$ cat src/rtl/stereo_block_scheduler_if.sv
// stereo_block_scheduler_if
// Bundles the two downstream handshakes of the stereo block scheduler:
//   ub_*  : fill requests to update_buffers and its fill-complete strobe
//   sad_* : presentation of a filled L/R buffer set to the SAD consumer and
//           the consumer's release pulse
// master : scheduler side (drives requests/presentation, receives strobes)
// slave  : downstream side (update_buffers + SAD pair)
interface stereo_block_scheduler_if #(
  parameter int XW = 9,
  parameter int YW = 10,
  parameter int DW = 4
);
  // fill side
  logic          ub_valid_out;
  logic [XW-1:0] ub_left_x_out;
  logic [YW-1:0] ub_left_y_out;
  logic [XW-1:0] ub_right_x_out;
  logic [YW-1:0] ub_right_y_out;
  logic          ub_write_to_front_out;
  logic          ub_valid_in;
  // consumer side
  logic          sad_valid_out;
  logic          sad_front_out;
  logic [XW-1:0] sad_bx_out;
  logic [YW-1:0] sad_by_out;
  logic [DW-1:0] sad_disp_out;
  logic          sad_last_out;
  logic          sad_done_in;

  modport master (
    output ub_valid_out, ub_left_x_out, ub_left_y_out, ub_right_x_out,
           ub_right_y_out, ub_write_to_front_out,
    input  ub_valid_in,
    output sad_valid_out, sad_front_out, sad_bx_out, sad_by_out,
           sad_disp_out, sad_last_out,
    input  sad_done_in
  );

  modport slave (
    input  ub_valid_out, ub_left_x_out, ub_left_y_out, ub_right_x_out,
           ub_right_y_out, ub_write_to_front_out,
    output ub_valid_in,
    input  sad_valid_out, sad_front_out, sad_bx_out, sad_by_out,
           sad_disp_out, sad_last_out,
    output sad_done_in
  );
endinterface

$ cat src/rtl/stereo_block_scheduler.sv
// stereo_block_scheduler
// Walks every (row, left block, disparity) candidate of a stereo frame and
// requests update_buffers fills into two ping-ponged L/R buffer sets (front,
// back), so the SAD consumer drains one set while the other is being filled.
// Candidate order: by 0..ROWS-1, bx 0..BLOCKS_X-1, d 0..min(bx,MAX_DISP).
// Ports:
//   clk_in, rst_in (async, active-low)
//   start_in  : frame start pulse, ignored while busy_out
//   busy_out  : frame in progress
//   done_out  : 1-cycle pulse once the last candidate has been released
//   bus       : ub_* fill handshake and sad_* presentation (master side)
module stereo_block_scheduler #(
  parameter int BLOCKS_X = 40,
  parameter int ROWS     = 320,
  parameter int MAX_DISP = 7,
  parameter int XW       = 9,
  parameter int YW       = 10,
  parameter int DW       = 4
) (
  input  logic clk_in,
  input  logic rst_in,
  input  logic start_in,
  output logic busy_out,
  output logic done_out,
  stereo_block_scheduler_if.master bus
);

  typedef enum logic [1:0] {IDLE, ISSUE, WAIT_FILL, DRAIN} state_t;

  // Set index 1 is the front set, 0 the back set.
  localparam logic          FRONT    = 1'b1;
  localparam logic [XW-1:0] BX_LAST  = XW'(BLOCKS_X - 1);
  localparam logic [YW-1:0] ROW_LAST = YW'(ROWS - 1);
  localparam logic [XW-1:0] MAXD_X   = XW'(MAX_DISP);

  state_t              state_q, state_d;
  logic [1:0]          full_q, full_d;
  logic                fill_sel_q, fill_sel_d;
  logic                cons_sel_q, cons_sel_d;
  logic [XW-1:0]       bx_q, bx_d;
  logic [YW-1:0]       by_q, by_d;
  logic [DW-1:0]       d_q, d_d;
  logic                ub_vld_q;
  logic                done_q, done_d;

  // Per-set metadata, captured when the fill for that set is requested.
  logic [1:0][XW-1:0]  mbx_q;
  logic [1:0][YW-1:0]  mby_q;
  logic [1:0][DW-1:0]  md_q;
  logic [1:0]          mlast_q;

  logic [XW-1:0]       dmax;
  logic                is_last_d;
  logic                is_final;
  logic                issue;
  logic                fill_done;
  logic                release_set;
  logic                drain_go;
  logic                drv_ub;

  // Disparity range shrinks near the left edge so bx-d never goes negative.
  assign dmax      = (bx_q < MAXD_X) ? bx_q : MAXD_X;
  assign is_last_d = (XW'(d_q) == dmax);
  assign is_final  = is_last_d && (bx_q == BX_LAST) && (by_q == ROW_LAST);

  assign issue       = (state_q == ISSUE) && !full_q[fill_sel_q];
  assign fill_done   = (state_q == WAIT_FILL) && bus.ub_valid_in;
  assign release_set = full_q[cons_sel_q] && bus.sad_done_in;
  assign drain_go    = (state_q == DRAIN) && (full_q == 2'b00);

  // FSM next state
  always_comb begin
    state_d = state_q;
    done_d  = 1'b0;
    unique case (state_q)
      IDLE:      if (start_in) state_d = ISSUE;
      ISSUE:     if (issue) state_d = WAIT_FILL;
      WAIT_FILL: if (bus.ub_valid_in) state_d = is_final ? DRAIN : ISSUE;
      DRAIN: begin
        if (drain_go) begin
          done_d  = 1'b1;
          state_d = IDLE;
        end
      end
      default:   state_d = IDLE;
    endcase
  end

  // Candidate counter: only moves when the outstanding fill completes, which
  // keeps the ub_* coordinates stable for the whole request.
  always_comb begin
    bx_d = bx_q;
    by_d = by_q;
    d_d  = d_q;
    if (fill_done) begin
      if (!is_last_d) begin
        d_d = d_q + DW'(1);
      end else begin
        d_d = '0;
        if (bx_q == BX_LAST) begin
          bx_d = '0;
          by_d = (by_q == ROW_LAST) ? '0 : by_q + YW'(1);
        end else begin
          bx_d = bx_q + XW'(1);
        end
      end
    end
    if (drain_go) begin
      bx_d = '0;
      by_d = '0;
      d_d  = '0;
    end
  end

  // Set occupancy. A fill and a release always hit opposite sets (a set being
  // filled is empty, a set being released is full), so both apply together.
  always_comb begin
    full_d = full_q;
    if (fill_done)   full_d[fill_sel_q] = 1'b1;
    if (release_set) full_d[cons_sel_q] = 1'b0;
    fill_sel_d = fill_sel_q ^ fill_done;
    cons_sel_d = cons_sel_q ^ release_set;
  end

  always_ff @(posedge clk_in or negedge rst_in) begin
    if (!rst_in) begin
      state_q    <= IDLE;
      full_q     <= '0;
      fill_sel_q <= FRONT;
      cons_sel_q <= FRONT;
      bx_q       <= '0;
      by_q       <= '0;
      d_q        <= '0;
      ub_vld_q   <= 1'b0;
      done_q     <= 1'b0;
      mbx_q      <= '0;
      mby_q      <= '0;
      md_q       <= '0;
      mlast_q    <= '0;
    end else begin
      state_q    <= state_d;
      full_q     <= full_d;
      fill_sel_q <= fill_sel_d;
      cons_sel_q <= cons_sel_d;
      bx_q       <= bx_d;
      by_q       <= by_d;
      d_q        <= d_d;
      ub_vld_q   <= issue;
      done_q     <= done_d;
      if (issue) begin
        mbx_q[fill_sel_q]   <= bx_q;
        mby_q[fill_sel_q]   <= by_q;
        md_q[fill_sel_q]    <= d_q;
        mlast_q[fill_sel_q] <= is_last_d;
      end
    end
  end

  // Coordinates are only meaningful while a candidate is pending; they read 0
  // in IDLE/DRAIN so the bus is quiet between frames.
  assign drv_ub = (state_q == ISSUE) || (state_q == WAIT_FILL);

  assign bus.ub_valid_out          = ub_vld_q;
  assign bus.ub_left_x_out         = drv_ub ? bx_q : '0;
  assign bus.ub_left_y_out         = drv_ub ? by_q : '0;
  assign bus.ub_right_x_out        = drv_ub ? (bx_q - XW'(d_q)) : '0;
  assign bus.ub_right_y_out        = drv_ub ? by_q : '0;
  assign bus.ub_write_to_front_out = drv_ub && (fill_sel_q == FRONT);

  assign bus.sad_valid_out = full_q[cons_sel_q];
  assign bus.sad_front_out = full_q[cons_sel_q] && (cons_sel_q == FRONT);
  assign bus.sad_bx_out    = full_q[cons_sel_q] ? mbx_q[cons_sel_q] : '0;
  assign bus.sad_by_out    = full_q[cons_sel_q] ? mby_q[cons_sel_q] : '0;
  assign bus.sad_disp_out  = full_q[cons_sel_q] ? md_q[cons_sel_q]  : '0;
  assign bus.sad_last_out  = full_q[cons_sel_q] && mlast_q[cons_sel_q];

  assign busy_out = (state_q != IDLE);
  assign done_out = done_q;

endmodule

$ cat src/flat_wrapper.sv
// flat-port wrapper written by rule: the top's interface ports become plain ports
module stereo_block_scheduler_flat 
#(
  parameter int BLOCKS_X = 40,
  parameter int ROWS     = 320,
  parameter int MAX_DISP = 7,
  parameter int XW       = 9,
  parameter int YW       = 10,
  parameter int DW       = 4
)
  (clk_in, rst_in, start_in, busy_out, done_out, bus_ub_valid_out, bus_ub_left_x_out, bus_ub_left_y_out, bus_ub_right_x_out, bus_ub_right_y_out, bus_ub_write_to_front_out, bus_ub_valid_in, bus_sad_valid_out, bus_sad_front_out, bus_sad_bx_out, bus_sad_by_out, bus_sad_disp_out, bus_sad_last_out, bus_sad_done_in);
  stereo_block_scheduler_if #(.XW(XW), .YW(YW), .DW(DW)) bus_i ();
  input  logic clk_in;
  input  logic rst_in;
  input  logic start_in;
  output logic busy_out;
  output logic done_out;
  output wire logic [$bits(bus_i.ub_valid_out)-1:0] bus_ub_valid_out;
  output wire logic [$bits(bus_i.ub_left_x_out)-1:0] bus_ub_left_x_out;
  output wire logic [$bits(bus_i.ub_left_y_out)-1:0] bus_ub_left_y_out;
  output wire logic [$bits(bus_i.ub_right_x_out)-1:0] bus_ub_right_x_out;
  output wire logic [$bits(bus_i.ub_right_y_out)-1:0] bus_ub_right_y_out;
  output wire logic [$bits(bus_i.ub_write_to_front_out)-1:0] bus_ub_write_to_front_out;
  input wire logic [$bits(bus_i.ub_valid_in)-1:0] bus_ub_valid_in;
  output wire logic [$bits(bus_i.sad_valid_out)-1:0] bus_sad_valid_out;
  output wire logic [$bits(bus_i.sad_front_out)-1:0] bus_sad_front_out;
  output wire logic [$bits(bus_i.sad_bx_out)-1:0] bus_sad_bx_out;
  output wire logic [$bits(bus_i.sad_by_out)-1:0] bus_sad_by_out;
  output wire logic [$bits(bus_i.sad_disp_out)-1:0] bus_sad_disp_out;
  output wire logic [$bits(bus_i.sad_last_out)-1:0] bus_sad_last_out;
  input wire logic [$bits(bus_i.sad_done_in)-1:0] bus_sad_done_in;
  assign bus_ub_valid_out = bus_i.ub_valid_out;
  assign bus_ub_left_x_out = bus_i.ub_left_x_out;
  assign bus_ub_left_y_out = bus_i.ub_left_y_out;
  assign bus_ub_right_x_out = bus_i.ub_right_x_out;
  assign bus_ub_right_y_out = bus_i.ub_right_y_out;
  assign bus_ub_write_to_front_out = bus_i.ub_write_to_front_out;
  assign bus_i.ub_valid_in = bus_ub_valid_in;
  assign bus_sad_valid_out = bus_i.sad_valid_out;
  assign bus_sad_front_out = bus_i.sad_front_out;
  assign bus_sad_bx_out = bus_i.sad_bx_out;
  assign bus_sad_by_out = bus_i.sad_by_out;
  assign bus_sad_disp_out = bus_i.sad_disp_out;
  assign bus_sad_last_out = bus_i.sad_last_out;
  assign bus_i.sad_done_in = bus_sad_done_in;
  stereo_block_scheduler #(.BLOCKS_X(BLOCKS_X), .ROWS(ROWS), .MAX_DISP(MAX_DISP), .XW(XW), .YW(YW), .DW(DW)) u_core (.clk_in(clk_in), .rst_in(rst_in), .start_in(start_in), .busy_out(busy_out), .done_out(done_out), .bus(bus_i));
endmodule
$ cat config.mk
export PLATFORM = sky130hd
export DESIGN_NAME = stereo_block_scheduler_flat
export DESIGN_NICKNAME = d
export VERILOG_FILES = /design/src/rtl/stereo_block_scheduler_if.sv /design/src/rtl/stereo_block_scheduler.sv /design/src/flat_wrapper.sv
export SDC_FILE = /design/constraint.sdc
export NUM_CORES = 1
export LEC_CHECK = 0
export BUFFER_PORTS_ARGS = -buffer_cell sky130_fd_sc_hd__buf_2
export CORE_ASPECT_RATIO = 1.4
export CORE_MARGIN = 3
export CORE_UTILIZATION = 30
export DETAILED_ROUTE_END_ITERATION = 10
export PLACE_DENSITY = 0.49
export SLEW_MARGIN = 15
export SYNTH_ARGS = -nofsm -noshare
export SYNTH_HDL_FRONTEND = slang
export SYNTH_SLANG_ARGS = --single-unit
$ cat constraint.sdc
create_clock -name clk_in -period 2.8 [get_ports clk_in]
set_input_delay 0.56 -clock clk_in [delete_from_list [all_inputs] [get_ports clk_in]]
set_output_delay 0.56 -clock clk_in [all_outputs]
set_load 0.05 [all_outputs]
==> Flow_metrics.wiki <==
{| class="wikitable"
! Metric !! Value
|-
| Headroom to the max-slew limit || approximately 50%
|-
| Fill cell instance count of the final layout || ~1500
|-
| Yosys warning count || 0
|-
| Capture point of the worst path || bus_ub_right_x_out[7]
|-
| CTS Root Cell || clkbuf_16
|-
| Clock network power share || a little under a quarter
|-
| Final setup fails || 0
|-
| Relative area change from synthesis to final layout || 23.4%
|-
| Final standard cell utilization of the core || between 30% and 40%
|-
| Half-perimeter wire length after detailed placement || roughly 8000 µm
|-
| Portion of the post-synthesis area used by sequential elements || around 44%
|-
| Via density per instance || between 4 and 5
|-
| Routed wire per std cell || 16.8 µm
|-
| Dominant combinational cell family by area after synthesis || simple AND/OR/NAND/NOR gates
|-
| Yosys reg bits || 79
|-
| Area used by sequential logic in the layout || ~2000 µm²
|-
| Synthesized area divided by synthesized cell count || roughly 10 µm²
|-
| Startpoint type of the worst setup path || flip-flop
|-
| Top post-synthesis cells by area || dfrtp_1 43%, mux2_2 9.1%, mux2i_1 6.1%
|-
| Portion of total power attributed to combinational logic || around 50%
|-
| Placed Cells || just under 700
|-
| Final clock skew || 3.29 ps
|-
| Number of antenna violations at the first check in global routing || 0
|-
| Number of global-route vias before repair || around 3600
|-
| Share of synthesized area spent on multiplexers || 15.1%
|-
| Vertical extent of the die || between 150 and 200 µm
|-
| Total number of vias || around 3500
|-
| Library cell contributing the largest single delay on the critical path || dfrtp_1
|-
| I/O Pins || 73
|-
| Clock Path Buffers || 2
|-
| Count of hold buffers inserted by post-cts repair || 0
|-
| Max-cap violations || 0
|-
| Period utilisation layout || 99.5%
|-
| Post-synthesis xor/xnor area fraction || under 10%
|-
| Number of nets in the synthesized netlist || 459
|-
| Total track usage || between 10% and 20%
|-
| Switching share of total power || a little under half
|-
| Number of H-tree branching levels || 3
|-
| Final critical path time including I/O delays and setup || between 2000 and 3000 ps
|-
| Startpoint of the most critical setup path || u_core.d_q[1]
|-
| Final wirelength || approximately 12000 µm
|-
| Worst R2R Path Depth || 9
|-
| Yosys top cell by area || dfrtp_1
|-
| Result of the run || finished clean
|-
| Final #Nets || 527
|-
| Post-layout instance area || ~5500 µm²
|-
| Power Internal || 0.00285 W
|-
| Worst R2R End || u_core.bx_q[8]
|-
| Fraction of post-synthesis cell area in the top cell type by area || 43.2%
|-
| Placeable Area || 14500 µm²
|-
| Crit Path Max Fanout || 3
|-
| Drt drc || 0
|-
| Worst slack after detailed placement || 170 ps
|-
| Overall die width || about 110 µm
|-
| Critical R2R Launch || u_core.state_q[0]
|-
| Placement row count || 52
|-
| Global-route congestion overflow total || 0
|-
| Max Clock Freq || 359 MHz
|-
| Multi-input logic area || approximately 2400 µm²
|-
| Relative contribution of sequential cells to total power || a little over a quarter
|-
| # clock sinks || ~80
|-
| Post-route insts no fill || between 700 and 800
|-
| Power density of the placed cells || approximately 940 nW/µm²
|-
| Wire length of the first global-routing pass || 18200 µm
|-
| Worst hold-check path type || in -> async
|-
| Pin count of the biggest net entering global routing || 47
|-
| Placed Instance Area || ~5000 µm²
|-
| Worst IR drop on VDD || ~500 µV
|-
| Worst Max-Slew Pin Slew || roughly 740 ps
|-
| RSZ-0062 raised after global routing || true
|-
| Detailed router's first-iteration violation count || ~130
|-
| Number of search-and-repair iterations in the first detailed-routing pass || 4
|-
| Clock tree from TritonCTS || done
|-
| TritonCTS Buffers || 9
|-
| Static leakage || between 2 and 3 nW
|-
| NetSw || 0.00235 W
|-
| Ordered list of cells on the worst path || inv_1 -> ha_1 -> nor2b_1 -> o21ai_2 -> a21oi_2 -> nor4b_2 -> xor2_1 -> and2_1 -> buf_6
|-
| Number of buffer and inverter instances along the worst setup path || 2
|-
| Clock slew at reported path FFs || approximately 60 ps
|-
| Netlist area before placement || roughly 4500 µm²
|-
| Area fraction in and, or, nand and nor cells after synthesis || around a fifth
|-
| Gp weighted congestion || roughly 0.74
|-
| Critical path start-end classification || reg -> out
|-
| Final Slew Violations || 0
|-
| Minimum setup slack among reg-to-reg paths || about 400 ps
|-
| Antenna diode count || 0
|-
| Number of standard cells after synthesis || ~440
|-
| Later-pin clock latency in the skew report || around 330 ps
|-
| Crit path capture type || primary output
|-
| Buffers on Ports || between 70 and 80
|-
| Antenna violation net count after detailed routing || 0
|-
| Compound-Gate Fraction of Synth Area || a little under a tenth
|-
| Data arrival time of the critical path || about 2200 ps
|-
| Unique cell type count in the Yosys netlist || 54
|-
| Required time of the critical path || about 2200 ps
|-
| Kind of cell adding the most delay to the critical path || simple AND/OR/NAND/NOR gates
|-
| Levels on crit path || 9
|-
| Starting density of the core || a little under a third
|-
| Final hold vios || 0
|-
| Final Hold Slack || between 150 and 200 ps
|-
| Die Area || between 15000 and 20000 µm²
|-
| Worst setup slack after layout || roughly 15 ps
|-
| Adder-cell area share of the yosys netlist || ~3.8%
|-
| CP peak stage delay || roughly 350 ps
|-
| Layout cells sized above 1 || between 30% and 40%
|}
sequential cells by signal, summed over array words and instances (netlist names):
signal	count
u_core.mbx_q	18
u_core.mlast_q	2
u_core.by_q	10
u_core.d_q	4
u_core.fill_sel_q	1
u_core.done_out	1
u_core.bx_q	9
u_core.cons_sel_q	1
u_core.bus.ub_valid_out	1
u_core.mby_q	20
u_core.full_q	2
u_core.md_q	8
u_core.state_q	2
layout by cell type, fill, tap and decap left out, drive strengths merged, types with 3 or more instances in the layout:
master,instances
nor3b,3
nor3,7
mux2,36
xor2,5
mux2i,27
inv,15
a21oi,18
or3,5
nor2b,7
o21ai,25
o211ai,3
ha,12
xnor2,4
clkbuf,12
or4,4
o31ai,10
nor2,37
and3,7
nand3,16
and2,28
buf,93
nand4,4
nand2,29
a31oi,3
clkinv,4
dfrtp,77
metal layers:
| layer | global-route usage (%) | vias up | part of all wire, % |
|---|---|---|---|
| met2 | 25.6 | 50 | 52 |
| met4 | 5.24 | 0 | 1.7 |
| met5 | 0 | - | 0 |
| li1 | - | 1667 | - |
| met1 | 17.3 | 1728 | 43 |
| met3 | 1.89 | 13 | 2.8 |
repair_timing:
action                                  in CTS  in global routing
pin swaps                                    1                  2
gates resized for setup                      9                 15
endpoints found under the setup margin       5                 29
cloned                                       0                  1
buffers inserted                             0                  1
cells in the mapped netlist (all sizes together):
master and count:
xnor2 4, dfrtp 77, or3 5, and3 7
and3b 1, mux2i 27, nor3 7, mux2 36
nand2b 2, or4 4, a31oi 3, a22oi 1
nor3b 3, clkinv 1, inv 15, nand3b 2
or2 2, nor2 37, dfstp 2, o221ai 1
xor2 5, nand4 4, nand3 16, clkbuf 18
ha 12, o32a 1, a21oi 17, and2 28
nand2 29, nor4b 2, nor2b 7, fa 1
buf 21, o21ai 25, o41ai 2, o22ai 1
o31ai 10, o211ai 3, nor4 2
kinds of logic (layout without fill, tap and decap cells):
family	after synthesis	after routing
and+or+nand+nor	158	158
DFF	79	79
AOI/OAI and AO/OA	64	65
muxes	63	63
buffers and inverters	55	127
adders and majority gates	13	13
xor gates and xnor gates	9	9
per-stage QoR:
stage / TNS, ps / total power [W]
after floorplan: -5.91 / 0.00319
after global placement: 0 / 0.00387
after detailed placement: 0 / 0.00389
after CTS: 0 / 0.00513
after global routing: -150 / 0.00550
final: 0 / 0.00520
power groups by stage:
stage	logic, W	clock network [W]	registers [W]
final	0.00262	0.00118	0.00141
after global routing	0.00283	0.00125	0.00143
after CTS	0.00252	0.00121	0.00140
after detailed placement	0.00247	0	0.00142
after global placement	0.00246	0	0.00141
after floorplan	0.00177	0	0.00142
final cells by class:
class                      instances  share of cell area [%]
inverter                          16                    1.09
clock inverter                     6                    1.09
clock buffer                      10                    4.34
multi-input combinational        308                    42.8
sequential                        79                    35.9
tap                              189                    4.29
timing repair buffer              95                    10.5
how the worst min path moves through the flow:
| stage | from | endpoint | slack (ps) | cells past startpoint |
|---|---|---|---|---|
| floorplan | rst_in | u_core.bus.ub_valid_out | 260 | 0 |
| global placement | u_core.md_q[7] | u_core.md_q[7] | 460 | 2 |
| detailed placement | u_core.md_q[1] | u_core.md_q[1] | 470 | 2 |
| CTS | rst_in | u_core.mby_q[19] | 190 | 1 |
| global route | rst_in | u_core.mby_q[17] | 200 | 1 |
| finish | rst_in | u_core.mby_q[7] | 180 | 1 |
Note: power is estimated with default switching activity, not from simulation.
